**src/rtl/logic_basic_queue_generic_write.sv**
```systemverilog
// logic_basic_queue_generic_write: write-side controller of a RAM queue; registers
// stream input into RAM writes and owns the committed-word fill counter.
module logic_basic_queue_generic_write #(
  parameter int DATA_WIDTH    = 1,
  parameter int ADDRESS_WIDTH = 1,
  parameter int ALMOST_FULL   = 1
) (
  input  logic                     aclk,
  input  logic                     areset_n,
  input  logic                     rx_tvalid,
  output logic                     rx_tready,
  input  logic [DATA_WIDTH-1:0]    rx_tdata,
  output logic                     write_enable,
  output logic [ADDRESS_WIDTH-1:0] write_pointer,
  output logic [DATA_WIDTH-1:0]    write_data,
  input  logic                     read_enable,
  output logic [ADDRESS_WIDTH:0]   capacity,
  output logic                     almost_full
);
  localparam int CW = ADDRESS_WIDTH + 2;
  localparam logic [CW-1:0] DEPTH = CW'(2 ** ADDRESS_WIDTH);
  localparam logic [CW-1:0] THRESHOLD = DEPTH - CW'(ALMOST_FULL);
  logic          accepted;
  logic [CW-1:0] cap_sum, cap_next, used_next;
  // one spare bit keeps the intermediate sums clear of wrap; read on empty saturates at 0
  always_comb begin
    accepted  = rx_tvalid && rx_tready;
    cap_sum   = {1'b0, capacity} + CW'(write_enable);
    cap_next  = (read_enable && cap_sum != '0) ? cap_sum - CW'(1) : cap_sum;
    used_next = cap_next + CW'(accepted);
  end
  always_ff @(posedge aclk) begin
    if (!areset_n) begin
      rx_tready     <= 1'b0;
      write_enable  <= 1'b0;
      write_pointer <= '0;
      write_data    <= '0;
      capacity      <= '0;
      almost_full   <= 1'b0;
    end else begin
      rx_tready     <= used_next < DEPTH;
      write_enable  <= accepted;
      write_pointer <= write_pointer + ADDRESS_WIDTH'(write_enable);
      write_data    <= accepted ? rx_tdata : write_data;
      capacity      <= cap_next[ADDRESS_WIDTH:0];
      almost_full   <= cap_next >= THRESHOLD;
    end
  end
endmodule

```
**config.mk**
```make
export PLATFORM = sky130hd
export DESIGN_NAME = logic_basic_queue_generic_write
export DESIGN_NICKNAME = d
export VERILOG_FILES = /design/src/rtl/logic_basic_queue_generic_write.sv
export SDC_FILE = /design/constraint.sdc
export NUM_CORES = 1
export LEC_CHECK = 0
export ABC_AREA = 1
export CORE_AREA = 4 4 41 43
export DETAILED_ROUTE_END_ITERATION = 7
export DIE_AREA = 0 0 45 47
export PLACE_DENSITY_LB_ADDON = 0.25
export SYNTH_ARGS = -nofsm -noshare
export SYNTH_HDL_FRONTEND = slang
export SYNTH_SLANG_ARGS = --single-unit
```
**constraint.sdc**
```tcl
create_clock -name aclk -period 6.1 [get_ports aclk]
set_input_delay 1.22 -clock aclk [delete_from_list [all_inputs] [get_ports aclk]]
set_output_delay 1.22 -clock aclk [all_outputs]
set_load 0.02 [all_outputs]
```
### Word-level counts from Yosys, hierarchy flattened

Cells that the tools add are included.

| cells by class | value |
|---|---|
| add/subtract/negate cells | 4 |
| mux-type cells | 1 |
| reductions and logical operators | 3 |
| order comparisons | 2 |

Operator list:

| cell | number |
|---|---|
| 2-bit by 1-bit adder with 3-bit output | 1 |
| 3-bit by 1-bit adder with 3-bit output | 1 |
| 3-bit by 1-bit greater-or-equal comparator with 1-bit output (second input constant) | 1 |
| 3-bit by 2-bit < comparator with 1-bit output (second input constant) | 1 |
| 3-bit two-way mux | 1 |
| 3-bit nonzero test | 1 |
| 3-bit by 1-bit subtractor with 3-bit output (second input constant) | 1 |
| 1-bit logical AND | 2 |
| 1-bit adder | 1 |

| storage, ports and cells | value |
|---|---|
| input bits | 5 |
| register bits | 7 |
| word-level logic and storage cells | 16 |
| output and inout port bits | 7 |

### Depth between registers and ports, before layout

| depth | value |
|---|---|
| depth after elaboration | 6 |
| gate-level depth with buffers | 14 |
| mapped depth without buffers | 14 |

### Least setup slack after synthesis

No wires, ideal clock.

| path | value |
|---|---|
| path type | reg2reg |
| from | register write_enable |
| to | register rx_tready |
| buffers on the path | 0 |
| arrival time | 2098 ps |
| cell stages (with the launch flop) | 15 |
| required time | 6036 ps |
| setup slack | 3939 ps |
| library setup time | 64 ps |
| clock period less this slack | 2161 ps |
| cell sequence | dfxtp_1 > ha_1 > ha_1 > inv_1 > ha_1 > ha_1 > inv_2 > nand2_2 > xor2_2 > inv_1 > nor2_1 > ha_1 > nor2_1 > nand2_1 > nor2_1 |

| between the ends | value |
|---|---|
| word-level cells in the longest chain between the ends | 6 |
| elaborated cells between the ends (all ways) | 7 |
| those cells by class | 3 x add/sub; 1 x order compare; 1 x mux; 2 x reduce/logical |

Ends and longest elaborated chain:

| element | line | text |
|---|---|---|
| start: declaration | 13 | `output logic write_enable,` |
| start signal: assignment | 42 | `write_enable <= accepted;` |
| 2-bit by 1-bit adder with 3-bit output * | 28 | `cap_sum = {1'b0, capacity} + CW'(write_enable);` |
| parallel branches: the longest is 2 deep, another holds 3-bit by 1-bit subtractor with 3-bit output | - |  |
| 3-bit two-way mux * | 29 | `cap_next = (read_enable && cap_sum != '0) ? cap_sum - CW'(1) : cap_sum;` |
| 3-bit by 1-bit adder with 3-bit output * | 30 | `used_next = cap_next + CW'(accepted);` |
| 3-bit by 2-bit < comparator with 1-bit output * | 41 | `rx_tready <= used_next < DEPTH;` |
| end signal: assignment | 41 |  |
| end: declaration | 11 | `output logic rx_tready,` |

Every way passes the cells marked *.
A chain may end at the register's enable or synchronous reset.

### Worst setup path after layout

| path | value |
|---|---|
| from | register write_enable |
| to | output write_enable |

No word-level cell between the ends.

==> summary.md <==
| Metric | Value |
|---|---|
| Status | `completed` |
| Placed cell count | `75` |
| Post-route cell area | `529.3 um2` |
| DR DRC count | `0` |
| Crit Path Category | `reg -> out` |
| Clock sinks | `7` |
| CTS root buf | `clkbuf_4` |
| Worst hold path class | `reg -> reg` |
| Die X | `45 um` |
| Layout Skew | `0.002056 ns` |
| Setup Total Neg Slack | `0 ns` |
| Die height | `47 um` |
| Slowest stage cell, crit path | `clkdlybuf4s50_1` |
| Flops & latches, synth | `7` |
| Dpl ws | `3.404 ns` |
| Worst slew margin | `0.8544` |
| Maximum VDD drop | `143.4 uV` |
| Final worst slack | `3.643 ns` |
| Final WL | `677 um` |
| Leading cell type in the layout, fill and taps excluded | `clkdlybuf4s50_1` |
| Drt initial violations | `6` |
| CP Data Arrival Time | `1.24 ns` |
| Global-route wire length before repair | `1069 um` |
| # diodes | `0` |
| Final Hold Vio Count | `0` |
| Area Overhead vs Synth | `41.47%` |
| Die ar. | `2115 um2` |
| Final period util | `0.4028` |
| Post-CTS Hold Fix Bufs | `0` |
| Post-CTS sizing | `0` |
| RSZ-0062 raised after global routing | `false` |
| First drt pass iteration count | `3` |
| Worst slew pin tran | `0.2177 ns` |
| Cell Count, Final, Fillers Out | `79` |
| Mapped Nets | `59` |
| CP Buf/Inv Count | `1` |
| GPL Wtd Cong | `0.6786` |
| Pins Over Slew Limit | `0` |
| Grt total ovfl | `0` |
| Clock latency on the worst-skew pair | `0.25 ns` |
| Critical-path cell list | `clkdlybuf4s50_1` |
| PwrDens | `498.1 nW/um2` |
| Final Setup Violations | `0` |
| Initial Util | `0.2875` |
| CP top delay family | `buffers and inverters` |
| DP Area | `503.0 um2` |
| Hold path cells | `2` |
| Min Tclk post-route | `2.457 ns` |
| Clock Path Buffers | `2` |
| YS warnings | `0` |
| Num CTS Buffers | `3` |
| Antenna violations before repair | `0` |
| Number of max-cap violations | `0` |
| CP Capture Type | `output pin` |
| Setup Buffers After CTS | `0` |
| Port Buf Inserts | `11` |
| Synthesized instance count | `49` |
| CTS tree | `done` |
| H-tree Lvls | `1` |
| Most frequent cells in the layout | `clkdlybuf4s50_1 (11), nand2_1 (10), inv_1 (7), nor2_1 (7), dfxtp_1 (7)` |
| Startpoint types | `register` |
| Critical path depth | `1` |
| Sequential area share after synthesis | `0.3746` |
| Via count | `314` |
| Area of the mapped netlist | `374.1 um2` |
| Crit-path max cell delay | `0.62 ns` |
| I/O Pins | `12` |
| GRT Total Usage | `0.07063` |
| Largest net degree at the start of global routing | `6` |
| Synth Area per Inst | `7.635 um2` |
| Vias per inst | `3.975` |
| Final antenna-violating net count | `0` |
| # rows | `13` |
| Drt wl/cell | `8.570 um` |
| DP Wirelength | `554.6 um` |
| NumNets Final | `75` |
| Pleak | `0.2597 nW` |
| Clock transition at the registers of the reported paths | `0.06 ns` |
| Vias in the first global route | `292` |
| Layout cells sized above 1 | `0.1406` |
| Total core area | `1301 um2` |
| Worst Reg-to-Reg Cells | `14` |
| Fmax | `0.4070 GHz` |
| Critical Path RT | `4.88 ns` |
| Distinct cells, synth | `11` |
| CP Max Fanout | `3` |
| Final core utilization | `0.4067` |
-- path summary, 6_finish.rpt --
check | startpoint | to | slack [ns]
worst min register to register | write_data$_SDFFE_PN0P_ | write_data$_SDFFE_PN0P_ | 0.46
worst max register to register | write_enable$_SDFF_PN0_ | rx_tready$_SDFF_PN0_ | 3.89
worst min-delay path | write_data$_SDFFE_PN0P_ | write_data$_SDFFE_PN0P_ | 0.46
worst max-delay path | write_enable$_SDFF_PN0_ | write_enable | 3.64
-- synthesized netlist by cell type (all sizes together) --
library cell  number  share of area
dfxtp              7           0.37
nand2             13           0.15
xor2               1          0.043
ha                 5           0.17
nand3              5          0.067
a21oi              1          0.013
nor2               7          0.070
xnor2              1          0.023
inv                9          0.090
-- power by group --
part | total, W | internal (W) | leakage, nW | switching (W)
combinational | 0.000151 | 0.0000652 | 0.187 | 0.0000860
sequential | 0.0000692 | 0.0000612 | 0.0576 | 0.00000799
clock | 0.0000433 | 0.0000250 | 0.0150 | 0.0000182
-- final cells by class --
type | instances | area, um2
Fill cell | 139 | 772.0
Multi-Input combinational cell | 33 | 200.2
Tap cell | 15 | 18.77
Clock buffer | 4 | 26.28
Timing Repair Buffer | 11 | 110.1
Sequential cell | 7 | 140.1
Inverter | 9 | 33.78
-- sequential cells by signal, indices dropped and copies added, names as in the netlist --
name	cells
capacity	2
almost_full	1
rx_tready	1
write_data	1
write_enable	1
write_pointer	1
-- metrics by stage --
stage          hold WS (ns)  total power (W)
2_1_floorplan        0.5363        0.0001769
4_1_cts              0.4651        0.0002680
3_5_place_dp         0.4563        0.0002233
5_1_grt              0.4726        0.0002914
3_3_place_gp         0.4547        0.0002212
6_report             0.4606        0.0002636
-- cell families (layout without fill, tap and decap cells) --
logic type               Yosys count  count (layout)  share of synthesized area
AO/OA/AOI/OAI                      1               1                    0.01337
XOR/XNOR                           2               2                    0.06691
adder cells (fa/ha/maj)            5               5                     0.1672
buffers and inverters              9              24                    0.09032
flip-flops                         7               7                     0.3746
AND/OR/NAND/NOR                   25              25                     0.2876
-- per-layer routing --
metal | vias up | wire, um | track usage | share of wire
li1 | 177 | - | - | -
met1 | 131 | 299 | 0.07604 | 0.44
met2 | 6 | 340 | 0.1243 | 0.50
met3 | 0 | 37 | 0.03448 | 0.055
met4 | 0 | 0 | 0.01754 | 0
met5 | - | 0 | 0 | 0
Note: power is estimated with default switching activity, not from simulation.
